$ cat config.mk
export PLATFORM = sky130hd
export DESIGN_NAME = gray_to_binary_code
export DESIGN_NICKNAME = d
export VERILOG_FILES = /design/src/rtl/gray_to_binary_code.sv
export SDC_FILE = /design/constraint.sdc
export NUM_CORES = 1
export LEC_CHECK = 0
export BUFFER_PORTS_ARGS = -buffer_cell sky130_fd_sc_hd__buf_2
export CELL_PAD_IN_SITES_DETAIL_PLACEMENT = 0
export CELL_PAD_IN_SITES_GLOBAL_PLACEMENT = 1
export CORE_AREA = 2 2 39 41
export DETAILED_ROUTE_END_ITERATION = 10
export DIE_AREA = 0 0 41 43
export GPL_TIMING_DRIVEN = 0
export PLACE_DENSITY = 0.49
export SLEW_MARGIN = 40
export SYNTH_ARGS = -nofsm -noshare
export SYNTH_HDL_FRONTEND = slang
export SYNTH_SLANG_ARGS = --single-unit
$ cat constraint.sdc
create_clock -name clk -period 1.17 [get_ports clk]
set_input_delay 0.234 -clock clk [delete_from_list [all_inputs] [get_ports clk]]
set_output_delay 0.234 -clock clk [all_outputs]
set_load 0.01 [all_outputs]
$ cat src/rtl/gray_to_binary_code.sv
// -----------------------------------------------------------------------------
// gray_to_binary_code
//
// Purpose:
//    Converts a WIDTH-bit reflected Gray code word into its natural binary
//    value. The result is registered, so it appears one clock after the word
//    is accepted and is qualified by out_valid for exactly one cycle. There is
//    no backpressure: one word per clock.
//
// Optional feature:
//    Define GRAY_TO_BINARY_CODE_STEP_CHECK_EN to add a step checker. It keeps
//    the last accepted Gray word and raises step_err alongside out_valid when
//    a new word differs from it in two or more bit positions. The first word
//    after reset is never flagged.
//
// Parameters:
//    WIDTH      width of the gray and binary words (2..32)
//
// Ports:
//    clk        clock, all state updates on the rising edge
//    rst_n      synchronous active-low reset
//    in_valid   gray holds a word to convert this cycle
//    gray       Gray-coded input word
//    out_valid  binary holds a fresh result this cycle
//    binary     converted natural binary word, holds when no word is accepted
//    step_err   illegal Gray step flag (only with the step checker enabled)
// -----------------------------------------------------------------------------
module gray_to_binary_code #(
   parameter int WIDTH = 4
) (
   input  logic             clk,
   input  logic             rst_n,
   input  logic             in_valid,
   input  logic [WIDTH-1:0] gray,
   output logic             out_valid,
   output logic [WIDTH-1:0] binary
`ifdef GRAY_TO_BINARY_CODE_STEP_CHECK_EN
   ,
   output logic             step_err
`endif
);

   // Each binary bit is the XOR of all Gray bits at and above its position,
   // built from the MSB downwards as a running prefix.
   function automatic logic [WIDTH-1:0] gray2bin(input logic [WIDTH-1:0] g);
      logic [WIDTH-1:0] b;
      b            = '0;
      b[WIDTH-1]   = g[WIDTH-1];
      for (int i = WIDTH - 2; i >= 0; i--) begin
         b[i] = b[i+1] ^ g[i];
      end
      return b;
   endfunction

   logic             valid_q;
   logic             valid_d;
   logic [WIDTH-1:0] binary_q;
   logic [WIDTH-1:0] binary_d;

   // Next-state for the conversion result: load only on an accepted word so
   // idle (possibly undriven) inputs never reach the output register.
   always_comb begin
      valid_d  = in_valid;
      binary_d = binary_q;
      if (in_valid) begin
         binary_d = gray2bin(gray);
      end else begin
         binary_d = binary_q;
      end
   end

   // Result and qualifier registers; reset wins over an incoming word.
   always_ff @(posedge clk) begin
      if (!rst_n) begin
         valid_q  <= 1'b0;
         binary_q <= '0;
      end else begin
         valid_q  <= valid_d;
         binary_q <= binary_d;
      end
   end

   assign out_valid = valid_q;
   assign binary    = binary_q;

`ifdef GRAY_TO_BINARY_CODE_STEP_CHECK_EN
   // Number of set bits; 6 bits covers the largest legal WIDTH of 32.
   function automatic logic [5:0] popcount(input logic [WIDTH-1:0] v);
      logic [5:0] cnt;
      cnt = 6'd0;
      for (int i = 0; i < WIDTH; i++) begin
         cnt = cnt + {5'd0, v[i]};
      end
      return cnt;
   endfunction

   logic [WIDTH-1:0] ref_q;
   logic [WIDTH-1:0] ref_d;
   logic             have_ref_q;
   logic             have_ref_d;
   logic             step_err_q;
   logic             step_err_d;

   // Next-state for the step checker: compare against the previous accepted
   // word (if any), then make the current word the new reference. A repeat
   // (distance 0) and a single-bit change, including wrap-around, are legal.
   always_comb begin
      ref_d      = ref_q;
      have_ref_d = have_ref_q;
      step_err_d = 1'b0;
      if (in_valid) begin
         ref_d      = gray;
         have_ref_d = 1'b1;
         if (have_ref_q && (popcount(gray ^ ref_q) >= 6'd2)) begin
            step_err_d = 1'b1;
         end else begin
            step_err_d = 1'b0;
         end
      end else begin
         ref_d      = ref_q;
         have_ref_d = have_ref_q;
         step_err_d = 1'b0;
      end
   end

   // Step checker registers; reset forgets the reference so the first word
   // after reset cannot be flagged.
   always_ff @(posedge clk) begin
      if (!rst_n) begin
         ref_q      <= '0;
         have_ref_q <= 1'b0;
         step_err_q <= 1'b0;
      end else begin
         ref_q      <= ref_d;
         have_ref_q <= have_ref_d;
         step_err_q <= step_err_d;
      end
   end

   assign step_err = step_err_q;
`endif

endmodule

# [Yosys cells after proc, flatten, opt, wreduce, memory -nomap -nowiden]
# Cells that the tools add are included.
[totals] ff_bits=5 in_bits=7 output_inout_bits=5 elab_cells=5
[op_classes] n_bitwise=3
[op_table] operator="$xor A1 B1 Y1" n=3

# [Logic depth before layout (Yosys ltp)]
# Gate-level depths: netlist (run 1).
[logic_depth] depth_word=3 depth_mapped=3 ltp_nobuf=3

# [Worst setup path after synthesis (run 1)]
# No wires, ideal clock.
[synth_timing] kind="input to register" from="in gray[3]" to="reg binary_q[0] (netlist: binary[0])" setup_time_ps=70 arrival_ps=877 required_ps=1100 slack_ps=223 cell_stages=3 n_path_buf=0 path_cell_list="xnor3_1 > xor2_1 > a21oi_1"
[synth_via] elab_chain_cells=3
[synth_rtl] item="from (decl)" line_no="34" source="input logic [WIDTH-1:0] gray,"
[synth_rtl] item="$xor A1 B1 Y1 (3 in a row)" line_no="50" source="b[i] = b[i+1] ^ g[i];"
[synth_rtl] item="to (signal assigned)" line_no="79" source="binary_q <= binary_d;"
[synth_rtl] item="to (decl)" line_no="57" source="logic [WIDTH-1:0] binary_q;"
# No other way between the ends.
# A chain may end at the register's enable or synchronous reset.

# [Worst setup path after layout (run 1)]
[layout_timing] from="reg binary_q[0] (netlist: binary[0])" to="out binary[0]"
[layout_rtl] item="to (decl)" line_no="36" source="output logic [WIDTH-1:0] binary"
# No word-level cell between the ends.

==> impl_results.md, run 1 <==
- Register area share after synthesis: 0.5000
- Post-route clock period utilization: 0.8053
- IO buf count: 11
- Crit path largest cell delay: 340 ps
- CTS resizes: 0
- Die W: 41 µm
- Die height: 43 µm
- Worst reg2reg setup slack: 540 ps
- Largest net degree at the start of global routing: 8
- Fin nets: 41
- Sum Neg Setup Slack: 0 ps
- Placed instance count: 45
- Syn. warnings: 0
- Yosys reg bits: 5
- CP top delay family: flip-flops
- Post-Place Cell Area: 275.3 µm²
- Grt ovf: 0
- Final antenna diode count: 0
- Crit Path Max Fanout: 2
- Vias in the first global route: 185
- Clock Latency Late Sink: 230 ps
- Site Rows: 14
- Pwr dens: 1531 nW/µm²
- DRT iter0 DRCs: 4
- First-pass DRT Iterations: 2
- Hold_buf cts: 0
- Root Driver: clkbuf_4
- Critical path's slowest cell: dfxtp_1
- Setup Buffers After CTS: 0
- VDD IR max: 554.7 µV
- Mean post-synth cell area: 11.12 µm²
- Hold Path Class: in2reg
- Number of H-tree levels: 1
- FILL cells: 153
- Skew final: 0 ps
- Layout overhead on the synthesized area: 50.62%
- Vias: 186
- Worst Hold Path Cells: 3
- DR vias/cell: 3.796
- CTS tree: built
- Final min period: 942.2 ps
- Outcome: completed
- Worst r2r src: binary[0]
- Hold_sp: rst_n
- WL per Instance: 9.857 µm
- Cells after Synth: 18
- Crit start category: register
- CP Class: reg2out
- Clock Tree Buf Depth: 2
- Worst-path clk slew: 50 ps
- Critical path required time: 940 ps
- First-pass GRT wire length: 683 µm
- Final setup viols: 0
- Total wire length: 483 µm
- Drt drc: 0
- Worst path buffer plus inverter count: 1
- GRT Total Usage: 0.06452
- Crit end category: output port
- Fraction of layout cells with a size suffix above 1: 0.4242
- Top-level I/O count: 12
- RSZ-0062 raised after global routing: no
- Post-Syn Area: 200.2 µm²
- Fin area: 301.5 µm²
- Core region area: 1384 µm²
- Die Area: 1763 µm²
- Synth Net Count: 25
- Worst path cell trace: buf_2
- Uppermost layer routed: met3
- Finished Layout Cells: 49
- Final Max Tran Viols: 0
- Fmax: 1061 MHz
- Post-route ant nets: 0
- Pleak: 0.0001621 µW
- Worst slew margin: 0.9034
- Placer Congestion: 0.6530
- R2r endpoint: binary[0]
- Final Hold Viols: 0
- Routed wl met3: 62 µm
- Met2 Routed Length: 178 µm
- Clk sink count: 5
- Initial antenna violation count: 0
- Initial core utilization: 0.1447
- Unique masters post-synth: 12
- Reg2reg path depth: 2
- Slew of the pin with the lowest slew margin: 140.8 ps
- Worst Hold Path EP: out_valid
- TritonCTS Buffers: 3
- Met1 WL: 242 µm
- Max-cap violation count: 0
- DP HPWL: 361.1 µm
- Worst EP arrival: 710 ps
-- placed cells by master, fill, tap and decap left out --
master / count
mux2i_1: 1
xnor3_1: 1
buf_2: 11
xor2_1: 1
clkbuf_4: 3
nand2_1: 2
inv_1: 1
nand3b_1: 1
clkbuf_1: 1
dfxtp_1: 5
a21oi_1: 1
nor2b_1: 1
o21ai_0: 2
o211a_1: 1
xnor2_1: 1
-- worst max-delay path by stage --
stage                     startpoint   endpoint  slack, ps  depth (start not counted)
after floorplan              gray[3]  binary[0]        220                          3
after global placement       gray[3]  binary[0]         70                          4
after detailed placement     gray[3]  binary[0]          8                          4
after CTS                  binary[0]  binary[0]        230                          1
after global routing       binary[0]  binary[0]        200                          1
final                      binary[0]  binary[0]        230                          1
-- layout make-up --
cell class	count	area (µm²)	area share
Tap cell	16	20.02	0.06639
Multi-Input combinational cell	12	96.34	0.3195
Clock buffer	4	26.28	0.08714
Sequential cell	5	100.1	0.3320
Timing Repair Buffer	11	55.05	0.1826
Inverter	1	3.754	0.01245
-- state kept, by name, indices dropped and copies added, names as in the netlist --
register   flops
out_valid      1
binary         4
-- cells in the mapped netlist --
cell / number / area (µm²)
xnor3_1: 1 / 22.52
nor2b_1: 1 / 6.260
xor2_1: 1 / 8.760
dfxtp_1: 5 / 100.1
a21oi_1: 1 / 5.000
xnor2_1: 1 / 8.760
o211a_1: 1 / 10.01
o21ai_0: 2 / 10.01
inv_1: 1 / 3.750
mux2i_1: 1 / 10.01
nand3b_1: 1 / 7.510
nand2_1: 2 / 7.510
-- kinds of logic (layout without fill, tap and decap cells) --
kind of cell | after synthesis | in the layout | synth area share
and+or+nand+nor | 4 | 4 | 0.1063
muxes | 1 | 1 | 0.05000
AOI/OAI and AO/OA | 4 | 4 | 0.1250
DFF | 5 | 5 | 0.5000
buffers and inverters | 1 | 16 | 0.01873
xor gates and xnor gates | 3 | 3 | 0.2000
-- stage by stage --
| stage | util | setup WS [ps] | hold WS [ps] | power, µW |
|---|---|---|---|---|
| 2_1_floorplan | - | 222.9 | 323.4 | 229.8 |
| 3_5_place_dp | 0.1989 | 7.506 | 473.7 | 264.4 |
| 3_3_place_gp | 0.1989 | 66.08 | 460.5 | 260.8 |
| 6_report | 0.2179 | 227.8 | 266.1 | 461.7 |
| 4_1_cts | 0.2179 | 225.7 | 261.4 | 473.7 |
| 5_1_grt | 0.2179 | 197.0 | 281.4 | 492.0 |
-- power breakdown --
group / internal (µW) / leakage (µW) / switching (µW) / total (µW)
Combinational: 37.0 / 0.000106 / 33.3 / 70.3
Sequential: 184 / 0.0000415 / 6.50 / 191
Clock: 129 / 0.0000150 / 71.6 / 201
-- layer usage --
metal,track usage,vias up
met1,0.08795,84
li1,-,90
met2,0.06875,12
met4,0.06000,0
met5,0,-
met3,0.03141,0
Power figures use the tool's default switching activity.
==> run 2, diff against run 1 <==
clock period = 0.9 ns   (was 1.17 ns; I/O delays follow)
==> run 2 against run 1 <==
Net effect:
- clock skew stayed put
- final area is 1.2% higher
- first-iteration DRC count is 75% lower
- setup slack worse by 190 ps
==> impl_results.md, run 2 (same netlist as run 1, synthesis figures left out) <==
- Layout overhead on the synthesized area: 52.50% (was 50.62%)
- Placer Congestion: 0.6530 (unchanged)
- Total Power: 601.6 µW (was 461.7 µW)
- DRT iter0 DRCs: 1 (was 4)
- Fin nets: 41 (unchanged)
- Die W: 41 µm (unchanged)
- Clock Tree Buf Depth: 2 (unchanged)
- Fraction of layout cells with a size suffix above 1: 0.5152 (was 0.4242)
- Crit end category: output port (unchanged)
- VDD IR max: 728.1 µV (was 554.7 µV)
- TritonCTS Buffers: 3 (unchanged)
- Post-route ant nets: 0 (unchanged)
- Crit path largest cell delay: 310 ps (was 340 ps)
- Skew final: 0 ps (unchanged)
- GRT Total Usage: 0.06452 (unchanged)
- Core region area: 1384 µm² (unchanged)
- Worst path cell trace: buf_2 (unchanged)
- Pwr dens: 1971 nW/µm² (was 1531 nW/µm²)
- RSZ-0062 raised after global routing: no (unchanged)
- First-pass DRT Iterations: 2 (unchanged)
- First-pass GRT wire length: 683 µm (unchanged)
- Worst path buffer plus inverter count: 1 (unchanged)
- CP top delay family: flip-flops (unchanged)
- CTS tree: built (unchanged)
- Initial core utilization: 0.1447 (unchanged)
- Crit start category: register (unchanged)
- Critical path's slowest cell: dfxtp_2 (was dfxtp_1)
- Final min period: 862.1 ps
- Die height: 43 µm (unchanged)
- Clock Latency Late Sink: 230 ps (about the same)
- Vias in the first global route: 185 (unchanged)
- Max-cap violation count: 0 (unchanged)
- Vias: 184 (was 186)
- WL per Instance: 9.735 µm (was 9.857 µm)
- Placed instance count: 45 (unchanged)
- Max reg flops: 4 (unchanged)
- FILL cells: 152 (was 153)
- Slew of the pin with the lowest slew margin: 140.8 ps (about the same)
- Final Hold Viols: 0 (unchanged)
- Grt ovf: 0 (unchanged)
- Worst slew margin: 0.9035 (was 0.9034)
- Post-route clock period utilization: 0.9579
- Final setup viols: 0 (unchanged)
- Worst-path clk slew: 50 ps (about the same)
- DP HPWL: 361.1 µm (unchanged)
- Number of H-tree levels: 1 (unchanged)
- Fmax: 1160 MHz
- IO buf count: 11 (unchanged)
- Outcome: completed (unchanged)
- CP Class: reg2out (unchanged)
- Die Area: 1763 µm² (unchanged)
- Final Max Tran Viols: 0 (unchanged)
- Worst EP arrival: 680 ps (was 710 ps)
- Commonest non-fill, non-tap cell in the layout: buf_2 (unchanged)
- DR vias/cell: 3.755 (was 3.796)
- Site Rows: 14 (unchanged)
- Hold Path Class: in2reg (unchanged)
- Final antenna diode count: 0 (unchanged)
- Pleak: 0.0001630 µW (was 0.0001621 µW)
- Top-level I/O count: 12 (unchanged)
- Setup Buffers After CTS: 0 (unchanged)
- Initial antenna violation count: 0 (unchanged)
- Drt drc: 0 (unchanged)
- Most frequent cells in the layout: buf_2 (11), dfxtp_2 (3), clkbuf_4 (3) (was buf_2 (11), dfxtp_1 (5), clkbuf_4 (3))
- Clk sink count: 5 (unchanged)
- Finished Layout Cells: 49 (unchanged)
- Total wire length: 477 µm (was 483 µm)
- Critical path required time: 720 ps (was 940 ps)
- Largest net degree at the start of global routing: 8 (unchanged)
- Root Driver: clkbuf_4 (unchanged)
- Crit Path Max Fanout: 2 (unchanged)
==> run 2: final cells by class <==
cell class	count	area [µm²]	area share
Multi-Input combinational cell	12	96.34	0.3156
Tap cell	16	20.02	0.06557
Clock buffer	4	26.28	0.08607
Timing Repair Buffer	11	55.05	0.1803
Inverter	1	3.754	0.01230
Sequential cell	5	103.9	0.3402
==> run 2: report_power, final <==
part,internal [µW],leakage (µW),total [µW],switching [µW]
registers,242,0.0000424,250,7.87
logic,48.2,0.000106,91.3,43.1
clock network,168,0.0000150,260,92.8
==> run 2: worst paths after layout <==
kind / start / end / slack, ps / cells past startpoint
setup / recovery: binary[2] / binary[2] / 40 / 1
hold / removal: rst_n / out_valid / 210 / 3
setup reg to reg: binary[0] / binary[0] / 270 / 2
hold reg to reg: binary[2] / binary[2] / 470 / 1
==> run 2: routing by layer <==
metal,track usage,vias to the layer above,part of all wire
met5,0,-,0
met4,0.06000,0,0
met3,0.03141,0,0.14
met2,0.06875,12,0.37
met1,0.08795,82,0.49
li1,-,90,-
==> run 2: through the flow <==
stage | hold slack (ps) | utilization | cell area (µm²) | setup TNS [ps] | setup slack [ps]
2_1_floorplan | 269.4 | - | 200.2 | 0 | 6.938
3_3_place_gp | 441.2 | 0.1989 | 275.3 | -185.1 | -149.9
3_5_place_dp | 464.7 | 0.1989 | 275.3 | -268.2 | -208.5
4_1_cts | 207.4 | 0.2179 | 301.5 | 0 | 9.706
5_1_grt | 220.1 | 0.2206 | 305.3 | 0 | 2.416
6_report | 208.9 | 0.2206 | 305.3 | 0 | 37.89
==> run 2: timing repair <==
action / 4_1_cts / 5_1_grt
hold buffers: 0 / 0
endpoints found under the hold margin: 0 / 0
resized for setup: 0 / 3
setup endpoints to repair: 0 / 3
==> run 3, diff against run 2 <==
PLACE_DENSITY = unset   (was 0.49)
PLACE_DENSITY_LB_ADDON = 0.2   (was unset)
==> run 3 against run 2 <==
Net effect:
- power shrank 1.4%
- core utilization down 0.090 points
- flip-flop and latch count did not move
- worst hold slack lost 1.3 ps
- clock power is 2% lower
- final area fell by 0.41%
- non-clock buffer count unchanged
- sequential power is essentially flat
- largest cell class unchanged
- highest routed layer unchanged
==> impl_results.md, run 3 (same netlist as run 1, synthesis figures left out) <==
- Grt ovf: 0 (unchanged)
- Die W: 41 µm (unchanged)
- Largest net degree at the start of global routing: 8 (unchanged)
- Worst slew margin: 0.8984 (was 0.9035)
- Final min period: 863.7 ps (was 862.1 ps)
- CTS tree: built (unchanged)
- Clock Latency Late Sink: 240 ps (was 230 ps)
- Worst EP arrival: 680 ps (about the same)
- Hold_buf cts: 0 (unchanged)
- Total wire length: 430 µm (was 477 µm)
- Final Max Tran Viols: 0 (unchanged)
- Initial core utilization: 0.1447 (unchanged)
- Worst reg2reg setup slack: 290 ps (was 270 ps)
- Worst r2r src: binary[0] (unchanged)
- Finished Layout Cells: 49 (unchanged)
- DP HPWL: 341.7 µm (was 361.1 µm)
- Most frequent cells in the layout: buf_2 (11), dfxtp_1 (3), clkbuf_4 (3) (was buf_2 (11), dfxtp_2 (3), clkbuf_4 (3))
- Worst path buffer plus inverter count: 1 (unchanged)
- Skew final: 0 ps (unchanged)
- Core region area: 1384 µm² (unchanged)
- Die Area: 1763 µm² (unchanged)
- Max reg flops: 4 (unchanged)
- Worst Hold Path Cells: 3 (unchanged)
- Critical path's slowest cell: dfxtp_1 (was dfxtp_2)
- First-pass GRT wire length: 586 µm (was 683 µm)
- Worst path cell trace: buf_2 (unchanged)
- Placer Congestion: 0.5887 (was 0.6530)
- TritonCTS Buffers: 3 (unchanged)
- Final antenna diode count: 0 (unchanged)
- DRT iter0 DRCs: 0 (was 1)
- Max-cap violation count: 0 (unchanged)
- CP Class: reg2out (unchanged)
- Post-route ant nets: 0 (unchanged)
- Commonest non-fill, non-tap cell in the layout: buf_2 (unchanged)
- Fmax: 1158 MHz (was 1160 MHz)
- FILL cells: 160 (was 152)
- DR vias/cell: 3.714 (was 3.755)
- Placed instance count: 45 (unchanged)
- GRT Total Usage: 0.05930 (was 0.06452)
- First-pass DRT Iterations: 1 (was 2)
- Root Driver: clkbuf_4 (unchanged)
- Crit end category: output port (unchanged)
- Top-level I/O count: 12 (unchanged)
- Worst-path clk slew: 40 ps (was 50 ps)
- Drt drc: 0 (unchanged)
- Initial antenna violation count: 0 (unchanged)
- Hold Path Class: in2reg (unchanged)
- Worst hold margin: 207.7 ps (was 208.9 ps)
- Number of H-tree levels: 1 (unchanged)
- Vias in the first global route: 149 (was 185)
- Fraction of layout cells with a size suffix above 1: 0.4848 (was 0.5152)
- Crit start category: register (unchanged)
- Crit path largest cell delay: 320 ps (was 310 ps)
- Hold_sp: rst_n (unchanged)
- Die height: 43 µm (unchanged)
- Site Rows: 14 (unchanged)
- Vias: 182 (was 184)
- Worst Hold Path EP: out_valid (unchanged)
- Pleak: 0.0001628 µW (was 0.0001630 µW)
- Outcome: completed (unchanged)
- Clk sink count: 5 (unchanged)
- Post-route clock period utilization: 0.9596 (was 0.9579)
- R2r endpoint: binary[0] (unchanged)
- Final setup viols: 0 (unchanged)
- Clock Tree Buf Depth: 2 (unchanged)
- Util after Layout: 0.2197 (was 0.2206)
- RSZ-0062 raised after global routing: no (unchanged)
- Critical path required time: 720 ps (about the same)
- Final Hold Viols: 0 (unchanged)
- Layout overhead on the synthesized area: 51.88% (was 52.50%)
- Fin nets: 41 (unchanged)
- Reg2reg path depth: 2 (unchanged)
- WL per Instance: 8.776 µm (was 9.735 µm)
- IO buf count: 11 (unchanged)
- Pwr dens: 1951 nW/µm² (was 1971 nW/µm²)
- Slew of the pin with the lowest slew margin: 150.8 ps (was 140.8 ps)
- Crit Path Max Fanout: 2 (unchanged)
- VDD IR max: 743.5 µV (was 728.1 µV)
- CP top delay family: flip-flops (unchanged)
## run 3: cell counts in the layout (fill, tap and decap cells not counted)
No cell type changed its count.
## run 3: layout make-up
class	instances	area [µm²]	share of cell area
well taps	16	20.02	0.06584
inverters	1	3.754	0.01235
clock buffers	4	26.28	0.08642
flip-flops and latches	5	102.6	0.3374
multi-input cells	12	96.34	0.3169
repair buffers	11	55.05	0.1811
## run 3: worst max-delay path by stage
| stage | slack, ps | depth (start not counted) | from | to |
|---|---|---|---|---|
| final | 40 | 1 | binary[2] | binary[2] |
| after global routing | 5 | 1 | binary[0] | binary[0] |
| after CTS | 7 | 1 | binary[1] | binary[1] |
| after detailed placement | -180 | 4 | gray[3] | binary[0] |
| after global placement | -170 | 4 | gray[3] | binary[0] |
| after floorplan | 7 | 3 | gray[3] | binary[0] |
## run 3: per-layer routing
| layer | routed length, µm | GRT usage | vias up |
|---|---|---|---|
| li1 | - | - | 92 |
| met1 | 188 | 0.06129 | 76 |
| met2 | 149 | 0.06875 | 14 |
| met3 | 92 | 0.09424 | 0 |
| met4 | 0 | 0 | 0 |
| met5 | 0 | 0 | - |
## run 3: what timing repair did
action | 4_1_cts | 5_1_grt
setup endpoints to repair | 0 | 2
resized for setup | 0 | 2
setup buffers | 0 | 0
## run 3: stage by stage
stage,total power (µW),setup WS [ps],setup TNS (ps),cell area (µm²)
floorplan,298.7,6.938,0,200.2
global placement,340.4,-165.4,-216.4,275.3
detailed placement,342.7,-179.0,-271.7,275.3
CTS,610.3,7.422,0,301.5
global route,636.2,5.121,0,304.0
finish,593.1,36.32,0,304.0
## run 3: power by group
part	switching, µW	internal [µW]
sequential	7.31	241
combinational	41.6	48.1
clock	87.7	167
